<file path="src/rtl/trace_dump.sv">
// ---------------------------------------------------------------------------
// trace_dump
//
// Reads a complete captured trace out of the trace RAM and hands it to a
// byte serializer, oldest sample first. When a dump is requested and the
// capture block reports a full trace, the walk starts at the address just
// after the newest sample (trace_end + 1, modulo the RAM depth). It then
// covers every RAM location exactly once and ends on trace_end. Each byte
// costs at least three cycles: a read cycle, a cycle in which the RAM data
// arrives and is registered, and a send cycle. The send cycle stretches for
// as long as the serializer is not ready.
//
// A request made while no complete trace exists is refused with a one-cycle
// nack. A request made during a dump is ignored. An abort drops back to IDLE
// without re-arming capture, so the trace stays available for another dump.
//
// Ports
//   clk              : single clock, rising edge
//   rst              : synchronous active-high reset, overrides everything
//   dump_req         : one-cycle request to read out the trace
//   dump_abort       : level, ends a dump in progress
//   capture_done     : the capture block holds a complete trace in RAM
//   trace_end        : address of the newest captured sample
//   rdata            : RAM read data, valid the cycle after en
//   tx_rdy           : serializer can accept a byte
//   addr             : RAM read address
//   en               : RAM read enable (this block never writes the RAM)
//   tx_data          : byte presented to the serializer
//   tx_start         : one-cycle strobe, tx_data valid in that cycle
//   dump_busy        : high whenever the FSM is outside IDLE
//   clr_capture_done : one-cycle pulse re-arming capture after a full dump
//   dump_done        : one-cycle pulse marking a complete dump
//   dump_nack        : one-cycle pulse when a request is refused
// ---------------------------------------------------------------------------
module trace_dump #(
  parameter int ADDR_W = 9,
  parameter int DATA_W = 8
) (
  input  logic              clk,
  input  logic              rst,
  input  logic              dump_req,
  input  logic              dump_abort,
  input  logic              capture_done,
  input  logic [ADDR_W-1:0] trace_end,
  input  logic [DATA_W-1:0] rdata,
  input  logic              tx_rdy,
  output logic [ADDR_W-1:0] addr,
  output logic              en,
  output logic [DATA_W-1:0] tx_data,
  output logic              tx_start,
  output logic              dump_busy,
  output logic              clr_capture_done,
  output logic              dump_done,
  output logic              dump_nack
);

  typedef enum logic [2:0] {
    IDLE,
    RD,
    WAIT,
    SEND,
    FIN
  } state_t;

  // The byte counter is one bit wider than the address. That extra bit keeps
  // the count meaningful over a full pass of the RAM. The final byte of a
  // dump is the one sent while the counter holds depth-1.
  localparam logic [ADDR_W:0] LAST_CNT = {1'b0, {ADDR_W{1'b1}}};

  state_t            state;
  state_t            state_next;
  logic [ADDR_W:0]   cnt;

  // Strobes from the next-state logic that steer the datapath registers.
  logic              accept;
  logic              advance;
  logic              load_data;

  // State register. Reset wins over every other input, even mid-dump.
  always_ff @(posedge clk) begin
    if (rst) begin
      state <= IDLE;
    end else begin
      state <= state_next;
    end
  end

  // Next-state and output decode. en, tx_start and the completion pulses
  // come straight from the current state, so each one lasts exactly as long
  // as the state that produces it. An abort in any busy state overrides the
  // normal transition and suppresses tx_start and the completion pulses, so
  // capture_done is left set and the trace is preserved.
  always_comb begin
    state_next       = state;
    en               = 1'b0;
    tx_start         = 1'b0;
    clr_capture_done = 1'b0;
    dump_done        = 1'b0;
    accept           = 1'b0;
    advance          = 1'b0;
    load_data        = 1'b0;
    dump_busy        = (state != IDLE);

    case (state)
      IDLE: begin
        if (dump_req && capture_done) begin
          accept     = 1'b1;
          state_next = RD;
        end
      end

      RD: begin
        en         = 1'b1;
        state_next = WAIT;
      end

      WAIT: begin
        load_data  = 1'b1;
        state_next = SEND;
      end

      SEND: begin
        if (tx_rdy) begin
          tx_start = 1'b1;
          if (cnt == LAST_CNT) begin
            state_next = FIN;
          end else begin
            advance    = 1'b1;
            state_next = RD;
          end
        end
      end

      FIN: begin
        clr_capture_done = 1'b1;
        dump_done        = 1'b1;
        state_next       = IDLE;
      end

      default: begin
        state_next = IDLE;
      end
    endcase

    if (dump_abort && (state != IDLE)) begin
      state_next       = IDLE;
      tx_start         = 1'b0;
      clr_capture_done = 1'b0;
      dump_done        = 1'b0;
      advance          = 1'b0;
      load_data        = 1'b0;
    end
  end

  // Address, byte count and outgoing byte. trace_end is only looked at when
  // a dump is accepted, so the capture side may move it freely afterwards.
  // The address is ADDR_W bits wide and simply rolls over from the top of
  // the RAM back to zero.
  always_ff @(posedge clk) begin
    if (rst) begin
      addr    <= '0;
      cnt     <= '0;
      tx_data <= '0;
    end else begin
      if (accept) begin
        addr <= trace_end + ADDR_W'(1);
        cnt  <= '0;
      end else if (advance) begin
        addr <= addr + ADDR_W'(1);
        cnt  <= cnt + (ADDR_W + 1)'(1);
      end
      if (load_data) begin
        tx_data <= rdata;
      end
    end
  end

  // Refusal pulse. It appears in the cycle after an unsatisfiable request.
  // It is only raised from IDLE, so a request made during a dump never
  // produces a nack.
  always_ff @(posedge clk) begin
    if (rst) begin
      dump_nack <= 1'b0;
    end else begin
      dump_nack <= (state == IDLE) && dump_req && !capture_done;
    end
  end

endmodule

</file>
<file path="config.mk">
export PLATFORM = sky130hd
export DESIGN_NAME = trace_dump
export DESIGN_NICKNAME = d
export VERILOG_FILES = /design/src/rtl/trace_dump.sv
export SDC_FILE = /design/constraint.sdc
export NUM_CORES = 1
export LEC_CHECK = 0
export ABC_CLOCK_PERIOD_IN_PS = 4800
export CAP_MARGIN = 40
export CORE_MARGIN = 2
export CORE_UTILIZATION = 52
export CTS_CLUSTER_SIZE = 16
export DETAILED_ROUTE_END_ITERATION = 10
export GPL_TIMING_DRIVEN = 0
export HOLD_SLACK_MARGIN = 0.1
export PLACE_DENSITY = 0.93
export SETUP_SLACK_MARGIN = 0.15
export SKIP_CTS_REPAIR_TIMING = 1
export SYNTH_ARGS = -nofsm -noshare
export SYNTH_HDL_FRONTEND = slang
export SYNTH_SLANG_ARGS = --single-unit
</file>
<file path="constraint.sdc">
create_clock -name clk -period 4.8 [get_ports clk]
set_input_delay 0.96 -clock clk [delete_from_list [all_inputs] [get_ports clk]]
set_output_delay 0.96 -clock clk [all_outputs]
set_load 0.05 [all_outputs]
</file>
==> results of run 1 <==
## report_power, final
group | leakage, nW | switching, mW | internal (mW)
Combinational | 0.460 | 0.0788 | 0.0538
Sequential | 0.252 | 0.00809 | 0.267
Clock | 0.0386 | 0.0894 | 0.0861
## synth_stat cells (all sizes together), types with 3 or more instances
library cell | n | area (µm²)
a21oi | 19 | 95.09
a311oi | 6 | 52.55
and3 | 4 | 25.02
buf | 11 | 75.07
clkbuf | 6 | 22.52
dfxtp | 31 | 620.6
inv | 5 | 18.77
mux2 | 3 | 33.78
nand2 | 26 | 97.59
nand3 | 11 | 55.05
nand4 | 5 | 31.28
nor2 | 6 | 25.03
nor3 | 7 | 35.03
nor4 | 5 | 31.28
nor4b | 9 | 91.34
o21ai | 13 | 65.06
o31ai | 8 | 60.06
or3 | 5 | 31.28
or4 | 7 | 52.55
xor2 | 3 | 26.28
## metal layers
layer	track usage (%)	routed length, µm	vias up
met4	11.55	107	0
met2	44.06	2198	102
met1	31.63	1941	905
met5	0	0	-
met3	4.762	418	15
li1	-	-	907
## stage by stage
step | util (%) | power (mW) | worst slack [ns] | std cells | area [µm²]
detailed placement | 68.27 | 0.4127 | 0.8058 | 303 | 2242
floorplan | - | 0.3600 | 0.7303 | 213 | 1744
finish | 70.36 | 0.5831 | 0.7697 | 311 | 2311
global placement | 68.27 | 0.4107 | 0.8071 | 303 | 2242
global route | 70.36 | 0.6052 | 0.7209 | 311 | 2311
CTS | 70.36 | 0.5850 | 0.7914 | 311 | 2311
## cell families after synthesis
group | Yosys count | synth area share (%)
AO/OA/AOI/OAI | 55 | 20.01
multiplexers | 4 | 2.511
flip-flops | 31 | 35.58
XOR/XNOR | 4 | 2.009
buffers and inverters | 22 | 6.671
AND/OR/NAND/NOR | 95 | 31.78
adder cells (fa/ha/maj) | 2 | 1.434
## flip-flops by register name, summed over array words and instances, names as in the netlist
signal / count
addr: 9
cnt: 10
dump_nack: 1
state: 3
tx_data: 8
## worst max-delay path, stage by stage
cell and delay [ns]:
clkdlybuf4s50_1 0.50, nand4b_1 0.13, or2_1 0.24, buf_6 0.14, inv_1 0.10, buf_4 0.19, clkdlybuf4s50_1 0.82
## worst max-delay path by stage
stage | start | cells past startpoint | to | slack, ns
after floorplan | dump_abort | 2 | dump_done | 0.73
after global placement | tx_rdy | 7 | tx_start | 0.81
after detailed placement | tx_rdy | 7 | tx_start | 0.81
after CTS | tx_rdy | 7 | tx_start | 0.79
after global routing | tx_rdy | 7 | tx_start | 0.72
final | tx_rdy | 7 | tx_start | 0.77
## area by class of cell
cell class,instances,area share (%)
buffer,17,4.223
multi-input combinational,160,43.58
inverter,5,0.8121
clock buffer,8,2.978
timing repair buffer,44,19.06
tap,46,2.491
sequential,31,26.85
## placed cells by master (no fill, tap or decap), drive strengths merged
| master | instances |
|---|---|
| clkdlybuf4s50 | 44 |
| dfxtp | 31 |
| nand2 | 26 |
| a21oi | 19 |
| clkbuf | 14 |
| o21ai | 13 |
| nand3 | 11 |
| buf | 11 |
| nor4b | 9 |
| o31ai | 8 |
| or4 | 7 |
| nor3 | 7 |
| a311oi | 6 |
| nor2 | 6 |
| or3 | 5 |
| inv | 5 |
| nand4 | 5 |
| nor4 | 5 |
| and3 | 4 |
| mux2 | 3 |
| xor2 | 3 |
| nand4b | 2 |
| and4 | 2 |
| a211oi | 2 |
| a31o | 2 |
| o31a | 2 |
| ha | 2 |
| a2111oi | 2 |
| nor3b | 1 |
| or2 | 1 |
| and2 | 1 |
| nor2b | 1 |
| xnor2 | 1 |
| a21o | 1 |
| mux2i | 1 |
| or4b | 1 |
| nand3b | 1 |
==> metrics.txt, run 1 <==
status finished clean; Req. time, crit path around 3.8 ns; Async SR Flop Fraction 0%; worst r2r src state[0]; first-pass GRT wire length 7.348 mm; hpwl dp 3.335 mm; final setup skew 0.006195 ns; routability cong. 0.8504; die height 61.92 µm; Final Cycle Share between 80% and 90%; Root Driver clkbuf_4; IO Port Bufs 44; Leak between 0.7 and 0.8 nW; clk buf depth 2; Placeable Area between 3000 and 4000 µm²; EDFF count, synth 0; Max FO, Critical Path 10; Pre-Repair DR Iteration Count 5; WHS Path Cells 2; Register Area 620.6 µm²; vias per cell 6.203; Worst Hold Slack 0.4600 ns; Tightest Hold Check Type register to register; number of global-route vias before repair 1704; MaxCap Viol Count 0; drt drc 0; largest net degree at the start of global routing 11; Worst Hold End tx_data[5]; FF-to-FF End addr[8]; final hold vios 0; HP Start tx_data[5]; cts bufs inserted 5; Power Density 252.3 nW/µm²; Layout area overhead 32.50%; synthesized instance count 213; Routed Antenna Nets 0; CP startpoint kind primary input; WP data arrival 3.07 ns; Seq/Total Area, Yosys roughly 36%; I/O pin cnt 46; nets 289; total grt overflow 0; Setup crit end kind output pin; kind of critical path primary input to output pin; row cnt 21; Mapped Area 1744 µm²; 1st-iter DRT viols 110; Most used DFF post-synth dfxtp_1; multi-input logic area 1007 µm²; post-route minimum period around 4.0 ns; share of cells above drive strength 1 10.19%; worst skew pair latency 0.33 ns; Die Footprint 3833 µm²; Die Wd just over 60 µm; Total GRT Usage 25.83%; RSZ-0062 raised after global routing false; synthesized flop and latch total 31; initial antenna violation count 0; Worst Tran Pin Value 0.7013 ns; r2r worst-path depth 11; initial core utilization 53.10%; Max Freq approximately 250 MHz; Slew Limit Fails 0; H-Tree Depth 2; post-detailed-route wirelength per cell approximately 15 µm; Synth Net Count approximately 240; routed wire length 4.665 mm; DR vias 1929; maximum VDD drop 176.5 µV; CTS tree built; Inserted Diodes 0; Yosys Warn Count 0; FF-to-FF setup slack 1.73 ns; max_slew headroom 53.12%; mean post-synth cell area 8.189 µm²; Final Setup Violations 0; fillers 259; number of distinct library cells after synthesis 42; Worst-path clk slew roughly 0.090 ns; Fin Setup TNS 0 ns; # clock sinks 31
Power figures use the tool's default switching activity.
==> inputs of run 2 (changes only) <==
Settings changed: ABC_CLOCK_PERIOD_IN_PS 4800 to 3710, CORE_UTILIZATION 52 to 48, PLACE_DENSITY 0.93 to 0.87.
Clock period 4.8 ns to 3.71 ns, I/O delays scaled along.
==> run 2 against run 1 <==
Effect of this change:
- register-to-register slack worse by 0.96 ns
- via count is 4.6% lower
- highest routed layer unchanged
- combinational power increased by 29%
- hold slack got worse by 0.0051 ns
- die area increased by 7.8%
- cell count down 0.32%
- sequential share of layout area is essentially flat
- critical path depth rose by 4
==> metrics.txt, run 2 (synthesis gave the netlist of run 1 again) <==
status finished clean; Clock Power Share 27.7%; Regs by FF count cnt x10, addr x9, tx_data x8; met2 routed WL 2.000 mm; total grt overflow 0; Final Cycle Share roughly 90%; Largest register FFs 10; Flop pwr share 48.7%; Max FO, Critical Path 10; first-pass GRT wire length 7.721 mm; Worst Tran Pin Value about 0.73 ns; DR vias between 1500 and 2000; share of cells above drive strength 1 10.61%; worst skew pair latency approximately 0.33 ns; Max Freq 299.7 MHz; largest net degree at the start of global routing 11; placed cell area 2248 µm²; H-Tree Depth 2; Leak 0.7666 nW; Worst Hold Slack between 0.4 and 0.5 ns; vias per cell 5.935; Placed Cells 303; max_slew headroom about half; cts bufs inserted 5; Placeable Area 3416 µm²; post-detailed-route wirelength per cell around 14 µm; fillers 299; # clock sinks 31; initial core utilization 51.06%; Fin Setup TNS 0 ns; metal3 WL 378 µm; multi-input logic area 1018 µm²; routed wire length ~4.5 mm; Setup crit end kind register; drt drc 0; Power Density approximately 320 nW/µm²; post-route minimum period 3.337 ns; MaxCap Viol Count 0; most common cell after layout, fill and taps aside clkdlybuf4s50_1; Power Internal 0.5029 mW; kind of critical path primary input to register; Inserted Diodes 0; Final Non-Filler Cells 310; final setup skew around 0.013 ns; overall power 0.7305 mW; Total GRT Usage 23.31%; final hold vios 0; I/O pin cnt 46; die height 64.28 µm; Biggest register cnt; number of global-route vias before repair around 1800; WP data arrival about 3.6 ns; Comb power frac a little under a quarter; IO Port Bufs 44; Worst-path clk slew 0.10 ns; Die Wd 64.28 µm; final instance area 2312 µm²; hpwl dp 3.110 mm; Pre-Repair DR Iteration Count 4; routability cong. 0.8504; row cnt 21; maximum VDD drop about 190 µV; Root Driver clkbuf_4; Register Area 620.6 µm²; CTS tree built; Die Footprint 4132 µm²; CP startpoint kind primary input; Routed Antenna Nets 0; Tightest Hold Check Type register to register; highest metal used met4; commonest cells after routing, fill and taps aside 43 x clkdlybuf4s50_1, 31 x dfxtp_1, 26 x nand2_1, 19 x a21oi_1; initial antenna violation count 0; M1 wire length 2.028 mm; RSZ-0062 raised after global routing false; clk buf depth 2; nets just under 300; Layout area overhead 32.57%; Req. time, crit path just under 4 ns; 1st-iter DRT viols about 100; Sw Share 31.16%; Slew Limit Fails 0; switching power 0.2276 mW; Final Setup Violations 0
[run 2: cell types whose count changed in the layout (fill, tap and decap cells not counted), sizes merged]
cell / delta
clkbuf: -2
dlymetal6s2s: +1
clkdlybuf4s50: -1
clkinv: +1
[run 2: worst paths after layout]
path                                    from  depth (start not counted)  slack [ns]    endpoint
worst max-delay path            capture_done                         11        0.37     addr[8]
worst min-delay path              tx_data[0]                          2        0.45  tx_data[0]
worst max register to register      state[0]                         11        0.77     addr[8]
worst min register to register    tx_data[0]                          2        0.45  tx_data[0]
[run 2: layout make-up]
class,instances,area share [%]
sequential,31,26.84
inverter,5,0.8117
timing repair buffer,44,19.16
clock inverter,1,0.2164
tap,46,2.489
clock buffer,6,2.219
buffer,17,4.221
multi-input combinational,160,44.05
[run 2: per-stage QoR]
stage / utilization [%] / setup WS, ns
global placement: 65.82 / -0.01846
CTS: 67.47 / 0.1170
global route: 67.69 / 0.1640
detailed placement: 65.82 / -0.04558
finish: 67.69 / 0.3731
floorplan: - / 0.9025
[run 2: metal layers]
layer,vias to the layer above,track usage (%)
li1,911,-
met1,850,29.71
met2,71,36.85
met3,8,6.338
met4,0,10.11
met5,-,0
[run 2: worst max-delay path, cell delays in order]
cell	delay [ns]
clkdlybuf4s50_1	0.47
nand2_1	0.26
nor2_4	0.32
buf_2	0.27
mux2_2	0.19
ha_1	0.13
clkbuf_1	0.34
nand4_1	0.16
or3_1	0.32
a31o_2	0.23
nor3_1	0.16
[run 2: power by group through the flow]
stage                     Clock [mW]  Combinational, mW  Sequential, mW
final                          0.202              0.172           0.356
after global routing           0.225              0.184           0.359
after CTS                      0.206              0.171           0.356
after detailed placement           0              0.170           0.364
after global placement             0              0.168           0.364
after floorplan                    0             0.0670           0.399
==> RTL change 1: new RTL, config.mk and constraints of run 2 <==
Encoding of `state_t`: now Gray code (3 bits for 5 states).
--- a/src/rtl/trace_dump.sv
+++ b/src/rtl/trace_dump.sv
@@ -56,9 +56,9 @@
 
   typedef enum logic [2:0] {
-    IDLE,
-    RD,
-    WAIT,
-    SEND,
-    FIN
+    IDLE = 3'b000,
+    RD   = 3'b001,
+    WAIT = 3'b011,
+    SEND = 3'b010,
+    FIN  = 3'b110
   } state_t;
 
Check against the original RTL: same outputs for any inputs over 10 cycles, from zero or initial values and one cycle with rst high; not proved beyond that.
==> RTL change 1 against run 2 <==
- setup slack lost 0.037 ns
- routed wire length shrank 9.4%
- global-route usage shrank 1.1 points
- design area shrank 3.3%
- sequential cell count is the same
- synthesized area shrank 4.3%
- power grew 3.5%
- hold slack gained 0.023 ns
- non-clock buffer count shrank 11
- critical path type unchanged
- largest power group unchanged
==> RTL change 1: results (changes against run 2) <==
[cells_and_area]
final_cells = 299  ; was 310
drive_gt1_frac = 0.0632  ; was 0.106
reg_top3 = cnt (10), addr (9), tx_data (8)  ; unchanged
nNetsFinal = 277  ; was 289

[sta]
relSlewSlack = 0.440  ; was 0.514
hold_slack_ns = 0.478  ; was 0.455 ns
fin_worst_skew_ns = 0.00745  ; was 0.0130 ns
maxSlewViolCount = 0  ; unchanged

[pwr]
p_seq_w = 0.000360  ; was 0.000356 W
irDropWorstVdd_mv = 0.242  ; was 0.193 mV
leakagePower_nw = 0.779  ; was 0.767 nW
clk-power_w = 0.000226  ; was 0.000202 W
p_switching_w = 0.000232  ; was 0.000228 W

[routing]
wl_mm = 4.05  ; was 4.47 mm
first_pass_iters = 5  ; was 4
met3RoutedLength_um = 317  ; was 378 µm
routed-wl-met2_mm = 1.84  ; was 2.00 mm
drt_first_iter_violations = 147  ; was 101
viasPerCell = 5.57  ; was 5.94
wl_met1_mm = 1.84  ; was 2.03 mm

[global_route]
use_met3 = 0.0739  ; was 0.0634
grt_pass1_vias = 1539  ; was 1766
grt_max_degree = 11  ; unchanged
grtUsageTotal = 0.223  ; was 0.233
met1_usage = 0.289  ; was 0.297
use_met2 = 0.344  ; was 0.368
grt_pass1_wl_mm = 7.02  ; was 7.72 mm

[worst_hold_path]
worstHoldStart = cnt[1]  ; was tx_data[0]
hold_end = cnt[1]  ; was tx_data[0]

[placed_design]
gp_congestion = 0.860  ; was 0.850
io_buffers = 44  ; unchanged
dp_hpwl_mm = 3.06  ; was 3.11 mm
place_inst = 291  ; was 303

[synthesis]
yosysUniqueCellTypes = 45  ; was 42
ys_warn_count = 0  ; unchanged
seq_area_frac_synth = 0.372  ; was 0.356
synthTopCellsByCount = 31 x dfxtp_1, 28 x nor2_1, 25 x nand2_1  ; was 31 x dfxtp_1, 26 x nand2_1, 19 x a21oi_1
synth.area.mux_share = 0.0735  ; was 0.0251
syn_inst = 201  ; was 213
synth_nets = 226  ; was 238
synthXorXnorAreaFrac = 0.0787  ; was 0.0201
synth.area.top_cells = dfxtp_1 37%, nor2_1 6.3%, xnor2_1 6.3%, mux2i_1 6.0%, nand2_1 5.6%  ; was dfxtp_1 36%, nand2_1 5.6%, a21oi_1 5.5%, nor4b_1 3.5%, o31ai_1 3.4%
ys.flop_type = dfxtp_1  ; unchanged
synth_compound_gate_area_share = 0.143  ; was 0.200
synthAdderAreaFrac = 0.0150  ; was 0.0143

[worst_setup_path]
cpMaxStageDelayCell = a2111oi_0  ; was clkdlybuf4s50_1
slowest_delay_ns = 0.62  ; was 0.47 ns
timing.rr.start = state[2]  ; was state[0]
r2r_slack_ns = 0.63  ; was 0.77 ns
reg2reg_to = addr[8]  ; unchanged
crit_start = capture_done  ; unchanged

[clock_tree]
numCtsBuffers = 5  ; unchanged

[outcome]
status = finished, final reports clean  ; unchanged

[RTL change 1: changes by cell type after synthesis, sizes merged, moves of 3 or more]
cell,change
a21oi,-12
a311oi,-3
and3,-4
buf,-8
clkbuf,-3
mux2i,+9
nor2,+22
nor3,-3
nor4b,-7
o211ai,+3
o21ai,-9
o31ai,-7
or4,-4
xnor2,+11
[RTL change 1: area by class of cell]
cell class | count | area [µm²]
Buffer | 6 | 27.5
Clock buffer | 8 | 68.8
Fill cell | 288 | 1100
Inverter | 6 | 22.5
Multi-Input combinational cell | 158 | 998
Sequential cell | 31 | 621
Tap cell | 46 | 57.6
Timing Repair Buffer | 44 | 440
[RTL change 1: through the flow]
stage | power [W] | instance area (µm²) | worst slack [ns]
2_1_floorplan | 0.000469 | 1670 | 0.470
3_3_place_gp | 0.000535 | 2170 | 0.139
3_5_place_dp | 0.000537 | 2170 | 0.0770
4_1_cts | 0.000760 | 2240 | 0.355
5_1_grt | 0.000791 | 2240 | 0.152
6_report | 0.000756 | 2240 | 0.336
==> RTL change 2: new RTL, config.mk and constraints of run 2 <==
Without the edit above. Set the parameter `DATA_W` to 12 (it was 8).
--- a/src/rtl/trace_dump.sv
+++ b/src/rtl/trace_dump.sv
@@ -35,5 +35,5 @@
 module trace_dump #(
   parameter int ADDR_W = 9,
-  parameter int DATA_W = 8
+  parameter int DATA_W = 12
 ) (
   input  logic              clk,
Interface: changed (resized rdata and tx_data); port bits go from 46 to 54. The function was not compared with the original's and may differ.
==> RTL change 2 against run 2 <==
- power grew 22%
- setup slack gained 0.091 ns
- design area increased by 12%
- first-iteration DRC count grew 50%
- non-clock buffer count increased by 7
- critical path depth shrank 6
- synthesized area rose by 7.7%
- sequential cell count rose by 4
- utilization up 2.0 points
- routed wire length increased by 13%
==> RTL change 2: results (changes against run 2) <==
[synthesis]
synthTopCellsByCount = 41 x nand2_1, 35 x dfxtp_1, 28 x a21oi_1  ; was 31 x dfxtp_1, 26 x nand2_1, 19 x a21oi_1
yosysUniqueCellTypes = 50  ; was 42
seq_area_frac_synth = 0.373  ; was 0.356
synthXorXnorAreaFrac = 0.0233  ; was 0.0201
synth_compound_gate_area_share = 0.204  ; was 0.200
synth.area.mux_share = 0.0107  ; was 0.0251
synth_nets = 262  ; was 238
synthAdderAreaFrac = 0.0133  ; was 0.0143

[routing]
drt_first_iter_violations = 152  ; was 101
vias = 2025  ; was 1840
wl_met1_mm = 2.21  ; was 2.03 mm
met3RoutedLength_um = 458  ; was 378 µm
routed-wl-met2_mm = 2.35  ; was 2.00 mm

[pwr]
pg_comb_w = 0.000146  ; was 0.000172 W
leakagePower_nw = 0.874  ; was 0.767 nW
p_seq_w = 0.000396  ; was 0.000356 W
swShare = 0.275  ; was 0.312
power_w = 0.000893  ; was 0.000731 W
irDropWorstVdd_mv = 0.196  ; was 0.193 mV

[sta]
tightest_slew_ns = 0.552  ; was 0.727 ns
fin_worst_skew_ns = 0.00335  ; was 0.0130 ns

[placed_design]
dp_hpwl_mm = 3.65  ; was 3.11 mm
io_buffers = 53  ; was 44

[clock_tree]
clock_tree.root_cell = clkbuf_8  ; was clkbuf_4
clock_latency_ns = 0.30  ; was 0.33 ns
clk_pin_slew_ns = 0.07  ; was 0.10 ns

[cells_and_area]
nNetsFinal = 322  ; was 289
reg_top3 = tx_data (12), cnt (10), addr (9)  ; was cnt (10), addr (9), tx_data (8)
drive_gt1_frac = 0.0782  ; was 0.106

[worst_setup_path]
critPathTopFamily = buffers and inverters  ; was simple AND/OR/NAND/NOR gates
endpoint = tx_start  ; was addr[8]
slowest_delay_ns = 0.50  ; was 0.47 ns
crit_start = dump_abort  ; was capture_done
reg2reg_to = addr[6]  ; was addr[8]

[global_route]
grt_pass1_wl_mm = 8.36  ; was 7.72 mm
grt_pass1_vias = 1813  ; was 1766
grt_max_degree = 13  ; was 11

[outcome]
status = finished, final reports clean  ; unchanged

-- RTL change 2: tightest hold or removal path, delay by kind of cell (launching register included) --
kind	cells	cell delay, ns
flops	1	0.31
simple gates	1	0.05
compound gates	1	0.05
-- RTL change 2: worst min-delay path by stage --
| stage | to | cells past startpoint | startpoint | slack [ns] |
|---|---|---|---|---|
| after floorplan | cnt[8] | 2 | cnt[8] | 0.45 |
| after CTS | tx_data[2] | 2 | tx_data[2] | 0.46 |
| after global routing | tx_data[3] | 2 | tx_data[3] | 0.48 |
| final | tx_data[3] | 2 | tx_data[3] | 0.45 |
| after global placement | tx_data[2] | 2 | tx_data[2] | 0.44 |
| after detailed placement | tx_data[2] | 2 | tx_data[2] | 0.45 |
-- RTL change 2: metal layers --
layer | vias to the layer above | GRT usage
met2 | 99 | 0.375
met5 | - | 0
li1 | 989 | -
met3 | 6 | 0.0726
met4 | 0 | 0.0689
met1 | 931 | 0.338
-- RTL change 2: final cells by class --
cell class / count / area [µm²]
clock inverter: 3 / 43.8
buffer: 15 / 72.6
fill: 294 / 1130
sequential: 35 / 701
timing repair buffer: 53 / 533
clock buffer: 5 / 68.8
inverter: 7 / 26.3
multi-input combinational: 176 / 1080
tap: 48 / 60.1
-- RTL change 2: through the flow --
stage | hold slack, ns | cell area, µm² | setup WS (ns) | utilization | instances
final | 0.454 | 2590 | 0.464 | 0.697 | 342
after global routing | 0.481 | 2590 | 0.370 | 0.697 | 342
after CTS | 0.456 | 2590 | 0.0867 | 0.696 | 342
after detailed placement | 0.446 | 2470 | 0.113 | 0.666 | 334
after global placement | 0.441 | 2470 | 0.0901 | 0.666 | 334
after floorplan | 0.446 | 1880 | 0.913 | - | 233
